File: src/rtl/pc_pkg.sv
// Shared types for the program-counter sequencer: next-PC source select,
// FSM state encoding and the pending-redirect record.
package pc_pkg;

  // Widest PC supported by the redirect record; instances use the low XLEN bits.
  localparam int unsigned PC_XLEN_MAX = 64;

  typedef enum logic [1:0] {
    SEQ    = 2'd0,
    BRANCH = 2'd1,
    JUMP   = 2'd2,
    TRAP   = 2'd3
  } pc_sel_t;

  typedef enum logic [1:0] {
    BOOT  = 2'd0,
    FETCH = 2'd1,
    HOLD  = 2'd2
  } pc_state_t;

  typedef struct packed {
    pc_sel_t                sel;
    logic [PC_XLEN_MAX-1:0] imm;
    logic [PC_XLEN_MAX-1:0] target;
  } redir_rec_t;

  // BRANCH and JUMP produce computed addresses that may be misaligned.
  function automatic logic is_xfer(input pc_sel_t sel);
    return (sel == BRANCH) || (sel == JUMP);
  endfunction

endpackage

File: src/rtl/pc_sequencer_if.sv
// Control and fetch-handshake bundle between the control FSM, the PC
// sequencer and instruction memory.
interface pc_sequencer_if #(
  parameter int unsigned XLEN = 64
);
  import pc_pkg::*;

  logic            stall;
  logic            redir;
  pc_sel_t         sel;
  logic [XLEN-1:0] imm;
  logic [XLEN-1:0] target;

  logic            fetch_req;
  logic [XLEN-1:0] fetch_addr;
  logic            fetch_ack;

  logic [XLEN-1:0] pc;
  logic [XLEN-1:0] pc_plus;
  logic            misaligned;

  modport master (
    input  stall, redir, sel, imm, target, fetch_ack,
    output fetch_req, fetch_addr, pc, pc_plus, misaligned
  );

  modport slave (
    output stall, redir, sel, imm, target, fetch_ack,
    input  fetch_req, fetch_addr, pc, pc_plus, misaligned
  );

endinterface

File: src/rtl/pc_next_mux.sv
// Combinational next-PC selection and alignment screening.
// PC_ALIGN_CHECK_EN: misaligned BRANCH/JUMP results are replaced by TRAP_VECTOR.
module pc_next_mux
  import pc_pkg::*;
#(
  parameter int unsigned     XLEN        = 64,
  parameter int unsigned     INC         = 4,
  parameter logic [XLEN-1:0] TRAP_VECTOR = XLEN'('h100)
) (
  input  logic [XLEN-1:0] pc,
  input  pc_sel_t         sel,
  input  logic [XLEN-1:0] imm,
  input  logic [XLEN-1:0] target,
  output logic [XLEN-1:0] pc_plus,
  output logic [XLEN-1:0] next_pc,
  output logic            reject
);

  logic [XLEN-1:0] raw_pc;

  assign pc_plus = pc + XLEN'(INC);

  always_comb begin
    raw_pc = pc_plus;
    case (sel)
      SEQ:     raw_pc = pc_plus;
      BRANCH:  raw_pc = pc + imm;
      JUMP:    raw_pc = target;
      TRAP:    raw_pc = TRAP_VECTOR;
      default: raw_pc = pc_plus;
    endcase
  end

`ifdef PC_ALIGN_CHECK_EN
  localparam int unsigned ALIGN_BITS = $clog2(INC);
  logic low_bits_nz;

  generate
    if (ALIGN_BITS > 0) begin : g_align
      assign low_bits_nz = |raw_pc[ALIGN_BITS-1:0];
    end else begin : g_byte_align
      assign low_bits_nz = 1'b0;
    end
  endgenerate

  assign reject  = is_xfer(sel) && low_bits_nz;
  assign next_pc = reject ? TRAP_VECTOR : raw_pc;
`else
  assign reject  = 1'b0;
  assign next_pc = raw_pc;
`endif

endmodule

File: src/rtl/pc_sequencer.sv
// Program-counter sequencer: holds the PC, drives the fetch handshake and
// applies direct or latched redirects. Optional macro: PC_ALIGN_CHECK_EN.
//
// state | meaning
// BOOT  | reset vector loaded, no request yet
// FETCH | fetch_req high, pc advances on an unstalled ack
// HOLD  | stalled, request withdrawn, pc frozen
module pc_sequencer
  import pc_pkg::*;
#(
  parameter int unsigned     XLEN         = 64,
  parameter int unsigned     INC          = 4,
  parameter logic [XLEN-1:0] RESET_VECTOR = '0,
  parameter logic [XLEN-1:0] TRAP_VECTOR  = XLEN'('h100)
) (
  input  logic           CLK,
  input  logic           RST,
  pc_sequencer_if.master bus
);

  pc_state_t       state;
  pc_state_t       state_nxt;

  logic [XLEN-1:0] pc_q;
  logic [XLEN-1:0] pc_plus;
  logic [XLEN-1:0] nxt_pc;
  logic            req_q;
  logic            mis_q;
  logic            pend_v;
  redir_rec_t      pend_rec;
  redir_rec_t      new_rec;
  redir_rec_t      use_rec;
  pc_sel_t         mux_sel;

  logic            accept;
  logic            capture;
  logic            reject;
  logic            req_nxt;
  logic            mis_nxt;

  always_comb begin
    new_rec        = '0;
    new_rec.sel    = bus.sel;
    new_rec.imm    = PC_XLEN_MAX'(bus.imm);
    new_rec.target = PC_XLEN_MAX'(bus.target);
  end

  // A redirect arriving now is newer than anything latched, so it wins.
  always_comb begin
    use_rec = bus.redir ? new_rec : pend_rec;
    mux_sel = (bus.redir || pend_v) ? use_rec.sel : SEQ;
  end

  pc_next_mux #(
    .XLEN        (XLEN),
    .INC         (INC),
    .TRAP_VECTOR (TRAP_VECTOR)
  ) u_next_mux (
    .pc      (pc_q),
    .sel     (mux_sel),
    .imm     (use_rec.imm[XLEN-1:0]),
    .target  (use_rec.target[XLEN-1:0]),
    .pc_plus (pc_plus),
    .next_pc (nxt_pc),
    .reject  (reject)
  );

  always_ff @(posedge CLK or negedge RST) begin
    if (!RST) state <= BOOT;
    else      state <= state_nxt;
  end

  always_comb begin
    state_nxt = state;
    case (state)
      BOOT:    state_nxt = FETCH;
      FETCH:   if (bus.stall)  state_nxt = HOLD;
      HOLD:    if (!bus.stall) state_nxt = FETCH;
      default: state_nxt = BOOT;
    endcase
  end

  always_comb begin
    accept  = (state == FETCH) && bus.fetch_ack && !bus.stall;
    capture = bus.redir && !accept;
    req_nxt = (state_nxt == FETCH);
    mis_nxt = accept && reject;
  end

  always_ff @(posedge CLK or negedge RST) begin
    if (!RST) begin
      pc_q     <= RESET_VECTOR;
      req_q    <= 1'b0;
      mis_q    <= 1'b0;
      pend_v   <= 1'b0;
      pend_rec <= '0;
    end else begin
      req_q <= req_nxt;
      mis_q <= mis_nxt;
      if (accept) pc_q <= nxt_pc;
      if (capture) begin
        pend_v   <= 1'b1;
        pend_rec <= new_rec;
      end else if (accept) begin
        pend_v <= 1'b0;
      end
    end
  end

  assign bus.fetch_req  = req_q;
  assign bus.fetch_addr = pc_q;
  assign bus.pc         = pc_q;
  assign bus.pc_plus    = pc_plus;
  assign bus.misaligned = mis_q;

endmodule

File: src/flat_wrapper.sv
// flat-port wrapper written by rule: the top's interface ports become plain ports
module pc_sequencer_flat import pc_pkg::*;
#(
  parameter int unsigned     XLEN         = 64,
  parameter int unsigned     INC          = 4,
  parameter logic [XLEN-1:0] RESET_VECTOR = '0,
  parameter logic [XLEN-1:0] TRAP_VECTOR  = XLEN'('h100)
)
  (CLK, RST, bus_stall, bus_redir, bus_sel, bus_imm, bus_target, bus_fetch_ack, bus_fetch_req, bus_fetch_addr, bus_pc, bus_pc_plus, bus_misaligned);
  pc_sequencer_if #(.XLEN(XLEN)) bus_i ();
  input  logic CLK;
  input  logic RST;
  input wire logic [$bits(bus_i.stall)-1:0] bus_stall;
  input wire logic [$bits(bus_i.redir)-1:0] bus_redir;
  input wire logic [$bits(bus_i.sel)-1:0] bus_sel;
  input wire logic [$bits(bus_i.imm)-1:0] bus_imm;
  input wire logic [$bits(bus_i.target)-1:0] bus_target;
  input wire logic [$bits(bus_i.fetch_ack)-1:0] bus_fetch_ack;
  output wire logic [$bits(bus_i.fetch_req)-1:0] bus_fetch_req;
  output wire logic [$bits(bus_i.fetch_addr)-1:0] bus_fetch_addr;
  output wire logic [$bits(bus_i.pc)-1:0] bus_pc;
  output wire logic [$bits(bus_i.pc_plus)-1:0] bus_pc_plus;
  output wire logic [$bits(bus_i.misaligned)-1:0] bus_misaligned;
  assign bus_i.stall = bus_stall;
  assign bus_i.redir = bus_redir;
  assign bus_i.sel = bus_sel;
  assign bus_i.imm = bus_imm;
  assign bus_i.target = bus_target;
  assign bus_i.fetch_ack = bus_fetch_ack;
  assign bus_fetch_req = bus_i.fetch_req;
  assign bus_fetch_addr = bus_i.fetch_addr;
  assign bus_pc = bus_i.pc;
  assign bus_pc_plus = bus_i.pc_plus;
  assign bus_misaligned = bus_i.misaligned;
  pc_sequencer #(.XLEN(XLEN), .INC(INC), .RESET_VECTOR(RESET_VECTOR), .TRAP_VECTOR(TRAP_VECTOR)) u_core (.CLK(CLK), .RST(RST), .bus(bus_i));
endmodule
File: config.mk
export PLATFORM = sky130hd
export DESIGN_NAME = pc_sequencer_flat
export DESIGN_NICKNAME = d
export VERILOG_FILES = /design/src/rtl/pc_pkg.sv /design/src/rtl/pc_sequencer_if.sv /design/src/rtl/pc_next_mux.sv /design/src/rtl/pc_sequencer.sv /design/src/flat_wrapper.sv
export SDC_FILE = /design/constraint.sdc
export NUM_CORES = 1
export LEC_CHECK = 0
export CELL_PAD_IN_SITES_DETAIL_PLACEMENT = 1
export CELL_PAD_IN_SITES_GLOBAL_PLACEMENT = 1
export CORE_MARGIN = 2
export CORE_UTILIZATION = 36
export DETAILED_ROUTE_END_ITERATION = 8
export HOLD_SLACK_MARGIN = 0.1
export PLACE_DENSITY = 0.76
export SYNTH_ARGS = -nofsm -noshare
export SYNTH_HDL_FRONTEND = slang
export SYNTH_SLANG_ARGS = --single-unit
File: constraint.sdc
create_clock -name CLK -period 2.99 [get_ports CLK]
set_input_delay 0.598 -clock CLK [delete_from_list [all_inputs] [get_ports CLK]]
set_output_delay 0.598 -clock CLK [all_outputs]
set_load 0.02 [all_outputs]
# == Word level (Yosys, flattened, before mapping) ==
# Cells that the tools add are included.
# op_classes
n_eq_ne,6
n_addsub,2
n_reduce_logical,9
muxes,8
# ops
cell,count
$pmux 64 s4,1
$mux 130,1
$add 64x3->64 const B,1
$add 64x64->64,1
$eq 2x1->1 const B,3
$eq 2x2->1 const B,3
$mux 2,3
$pmux 2 s3,1
$logic_not 2->1,2
$logic_and 1x1->1,3
$logic_not 1->1,2
$mux 1,2
$reduce_bool 2->1,1
$logic_or 1x1->1,1
# word_totals
register_bits,198
out_inout_bits,194
input_bits,135

# == Longest topological paths before layout ==
# depth
word_depth,6
mapped_depth,19

# == Hierarchy ==
# From an unflattened synthesis, not the netlist that was laid out.
# unflattened
cells_unflattened,1534
area_unflattened_um2,15999.1
# by_module_without_submodules
module,cells_each,instances,area_per_inst_um2
pc_sequencer,637,1,9806.9
pc_next_mux,897,1,6192.2

# == Worst setup path after synthesis ==
# Ideal clock, no wire load.
# synth_path
path_kind,input-to-reg
startpoint,input port bus_redir
endpoint,"register u_core.pc_q[61], in the netlist u_core.bus.fetch_addr[61]"
t_required_ps,2856
t_arrival_ps,4868
cell_stages,18
setup_ps,134
n_path_buf,4
path_slack_ps,-2013
cell_sequence,clkbuf_1 clkbuf_1 buf_1 clkbuf_1 mux2i_1 inv_1 ha_1 a21o_1 and4_4 o211ai_2 a21oi_4 a311oi_4 o41ai_4 a31o_4 a31oi_4 o41ai_2 xnor2_1 o221ai_2
# synth_via
elab_chain_len,4
elab_cells_between_ends,9
cone_classes,1 x add/sub; 3 x eq/ne; 3 x mux; 2 x reduce/logical
# synth_rtl
item,line_no,rtl
start: declaration,flat_wrapper.sv:14,input wire logic [$bits(bus_i.redir)-1:0] bus_redir;
branches (longest 3 deep; another with $add 64x64->64),-,
$pmux 64 s4 (*),pc_next_mux.sv:25,case (sel)
end signal: assignment,pc_sequencer.sv:100,if (accept) pc_q <= nxt_pc;
end: declaration,pc_sequencer.sv:24,logic [XLEN-1:0] pc_q;
# Mark *: on every way between the ends.
# A chain may end at the register's enable or synchronous reset.

# == Worst setup path in the final report ==
# layout_path
startpoint,"register u_core.pc_q[5], in the netlist u_core.bus.fetch_addr[5]"
endpoint,output port bus_pc_plus[40]
# layout_via
elab_chain_len,1
# layout_rtl
item,line_no,rtl
$add 64x3->64,pc_next_mux.sv:21,assign pc_plus = pc + XLEN'(INC);
end: declaration,flat_wrapper.sv:22,output wire logic [$bits(bus_i.pc_plus)-1:0] bus_pc_plus;
# No other way between the ends.

==> summary.md <==
| Metric | Value |
|---|---|
| Total wire length | `86.2 mm` |
| CTS sink cnt | `198` |
| Syn avg cell area | `9.23 sq um` |
| Setup TNS | `-33480 ps` |
| Synth-to-layout area growth | `68.3%` |
| Cell Rows | `75` |
| Crit Path Class | `register to output port` |
| TritonCTS buffer count | `17` |
| Final setup vio count | `99` |
| Post-synth EDFFs | `0` |
| Highest Signal Layer | `met5` |
| CTS Root Buffer Type | `clkbuf_16` |
| Peak fanout along the critical path | `3` |
| WL met1 | `30.8 mm` |
| Pre-CTS setup slack | `-1450 ps` |
| First-pass GRT wire length | `114 mm` |
| CTS tree | `done` |
| Max Cap Violations | `0` |
| Starting Density | `36.6%` |
| RSZ-0062 raised after global routing | `yes` |
| Most frequent cell after synthesis | `dfrtp_1` |
| Total gr overflow | `0` |
| Netlist cell types | `75` |
| Ys Warns | `0` |
| Final min period | `3760 ps` |
| Final Power | `28.3 mW` |
| Failing checks | `negative setup slack` |
| Placed Area | `0.0220 sq mm` |
| Final hold vios | `0` |
| Yosys top cell by area | `dfrtp_1` |
| Global Route Usage Sum | `33.5%` |
| Max Buffers Root-to-Sink | `2` |
| Peak Freq | `0.266 GHz` |
| Initial antenna violation count | `5` |
| H-tree depth | `4` |
| Post-DRT Antenna Nets | `0` |
| Filler cells | `4457` |
| HP Class | `primary input to async pin` |
| Final setup margin | `-767 ps` |
| Status | `finished, violations left` |
| Wire length per cell | `29.4 um` |
| Share of layout cells above drive strength 1 | `47.5%` |
| Critical path endpoint category | `output port` |
| Worst path arrival time | `3160 ps` |
| Final Util | `61.6%` |
| Max Transition Viols Final | `0` |
| Pwr dens | `1090 mW/mm^2` |
| Syn nets | `1871` |
| Ys async rst share | `100%` |
| Post-layout nets | `2581` |
| Static leakage | `11.5 nW` |
| Placer Congestion | `0.882` |
| Worst-margin pin slew | `1300 ps` |
| CORE AREA | `0.0421 sq mm` |
| DRC Markers | `0` |
| Clk slew on worst S/H paths | `90 ps` |
| Part of the cycle the worst path needs | `126%` |
| Met3 wire len | `7.00 mm` |
| Flops & latches, synth | `198` |
| Die X | `211 um` |
| Synth area leaders | `dfrtp_1 (32%), mux2_2 (14%), ha_1 (5.2%)` |
| Register area share after synthesis | `32.1%` |
| Hold slack final | `127 ps` |
| Skew-Pair Late Insertion Delay | `510 ps` |
| Number of global-route vias before repair | `19100` |
| Total number of vias | `18100` |
| Required @ worst endpoint | `2390 ps` |
| Cell Area, Synth | `0.0154 sq mm` |
| DR iter-0 viols | `1402` |
| Post-synth top cells | `dfrtp_1 (198), mux2_2 (193), nand2_1 (159)` |
| DRT Pass-1 Iters | `6` |
| Num ports | `329` |
| Die area | `0.0445 sq mm` |
| R2r setup slk | `-670 ps` |
| CP startpoint kind | `register` |
| Chip Height | `211 um` |
| Largest net degree at the start of global routing | `78` |
| Final Cell Area | `0.0259 sq mm` |
| HPWL Detailed | `50.1 mm` |
| Final Skew | `24.8 ps` |
| Placed insts | `2774` |
| Cells after Synth | `1671` |
| Vias per cell | `6.18` |
| Prevailing post-synth register cell | `dfrtp_1` |
| Cell Count, Final, Fillers Out | `2936` |
| Maximum VDD drop | `569 uV` |
| Synth top area share | `32.1%` |
| PortBufs | `327` |
| Routed wl met2 | `42.1 mm` |
| Slew headroom | `13.0%` |
-- power by group --
| part | switching [mW] | total, mW | internal [mW] |
|---|---|---|---|
| clock network | 1.28 | 2.48 | 1.21 |
| logic | 11.7 | 21.6 | 9.96 |
| registers | 0.744 | 4.21 | 3.46 |
-- sequential cells by signal, indices dropped and copies added (netlist names) --
register	count
u_core.bus.fetch_addr	64
u_core.bus.fetch_req	1
u_core.pend_rec	130
u_core.pend_v	1
u_core.state	2
-- cell type report --
cell class / instances / area, sq um / share of cell area (%)
Sequential cell: 198 / 4960 / 19.1
Antenna cell: 3 / 7.51 / 0.0289
Tap cell: 539 / 674 / 2.60
Multi-Input combinational cell: 1293 / 12100 / 46.5
Timing Repair Buffer: 852 / 7580 / 29.2
Inverter: 19 / 71.3 / 0.275
Clock inverter: 12 / 116 / 0.449
Clock buffer: 20 / 457 / 1.76
-- layout by cell type (no fill, tap or decap), types with 10 or more instances in the layout --
master           synthesis  final
a21o_1                  42     42
a21oi_1                107     73
a21oi_2                  0     26
a22oi_1                 11     11
and3_1                  24     15
buf_12                   0     13
buf_4                   71    483
buf_6                    0     73
clkbuf_16                0     17
clkdlybuf4s50_1          0    237
dfrtp_1                198    191
dlygate4sd2_1            0     30
ha_1                    64     30
ha_4                     0     33
inv_1                   19     16
mux2_2                 193    170
mux2_4                   0     23
mux2i_1                 66     65
nand2_1                159    135
nand2_2                  1     11
nand2_4                  0     14
nand3_1                 39     20
nand3_4                  0     15
nand4_1                 20     20
nor2_1                  92     71
nor2_4                   1     16
o21a_1                  18     16
o21ai_0                125     87
o21ai_1                 17     39
o21ai_2                  0     12
o221ai_1                31     17
o221ai_2                 1     15
xnor2_1                 78     23
xnor2_2                  0     45
xnor2_4                  0     10
xor2_1                  39     21
xor2_2                   0     16
-- critical path, cell delays in order (launching register included) --
cell	delay [ps]
dfrtp_2	390
and4_4	230
and3_4	240
buf_6	120
and3_4	260
buf_6	120
buf_6	80
buf_6	80
buf_6	120
nand2_4	80
nor2_4	150
buf_6	140
nand4_1	160
xnor2_1	280
buf_4	190
-- per-layer routing --
metal / vias up / global-route usage, %
met5: - / 0
met4: 2 / 19.1
met3: 456 / 7.06
met2: 1191 / 57.9
met1: 9056 / 38.4
li1: 7437 / -
-- worst paths after layout --
path,endpoint,depth (start not counted),from
setup / recovery,bus_pc_plus[40],14,u_core.bus.fetch_addr[5]
hold / removal,u_core.pend_rec[68],1,RST
setup reg to reg,u_core.bus.fetch_addr[58],15,u_core.pend_rec[77]
hold reg to reg,u_core.pend_rec[117],1,u_core.pend_rec[117]
max in group asynchronous,u_core.pend_rec[96],2,RST
min in group CLK,u_core.pend_rec[95],2,bus_imm[31]
-- cell families after synthesis --
logic type                 Yosys count  share of synthesized area [%]
adders and majority gates           65                           5.32
and+or+nand+nor                    401                           12.3
buffers and inverters              180                           6.16
other                                1                         0.0243
muxes                              259                           18.4
xor gates and xnor gates           117                           6.65
AOI/OAI and AO/OA                  450                           19.1
DFF                                198                           32.1
-- what timing repair did --
item / CTS / global route
hold buffers: 0 / 0
setup endpoints to repair: 102 / 102
pin swaps: 143 / 174
resized for setup: 585 / 219
setup buffers: 68 / 80
cloned: 2 / 0
Power figures use the tool's default switching activity.
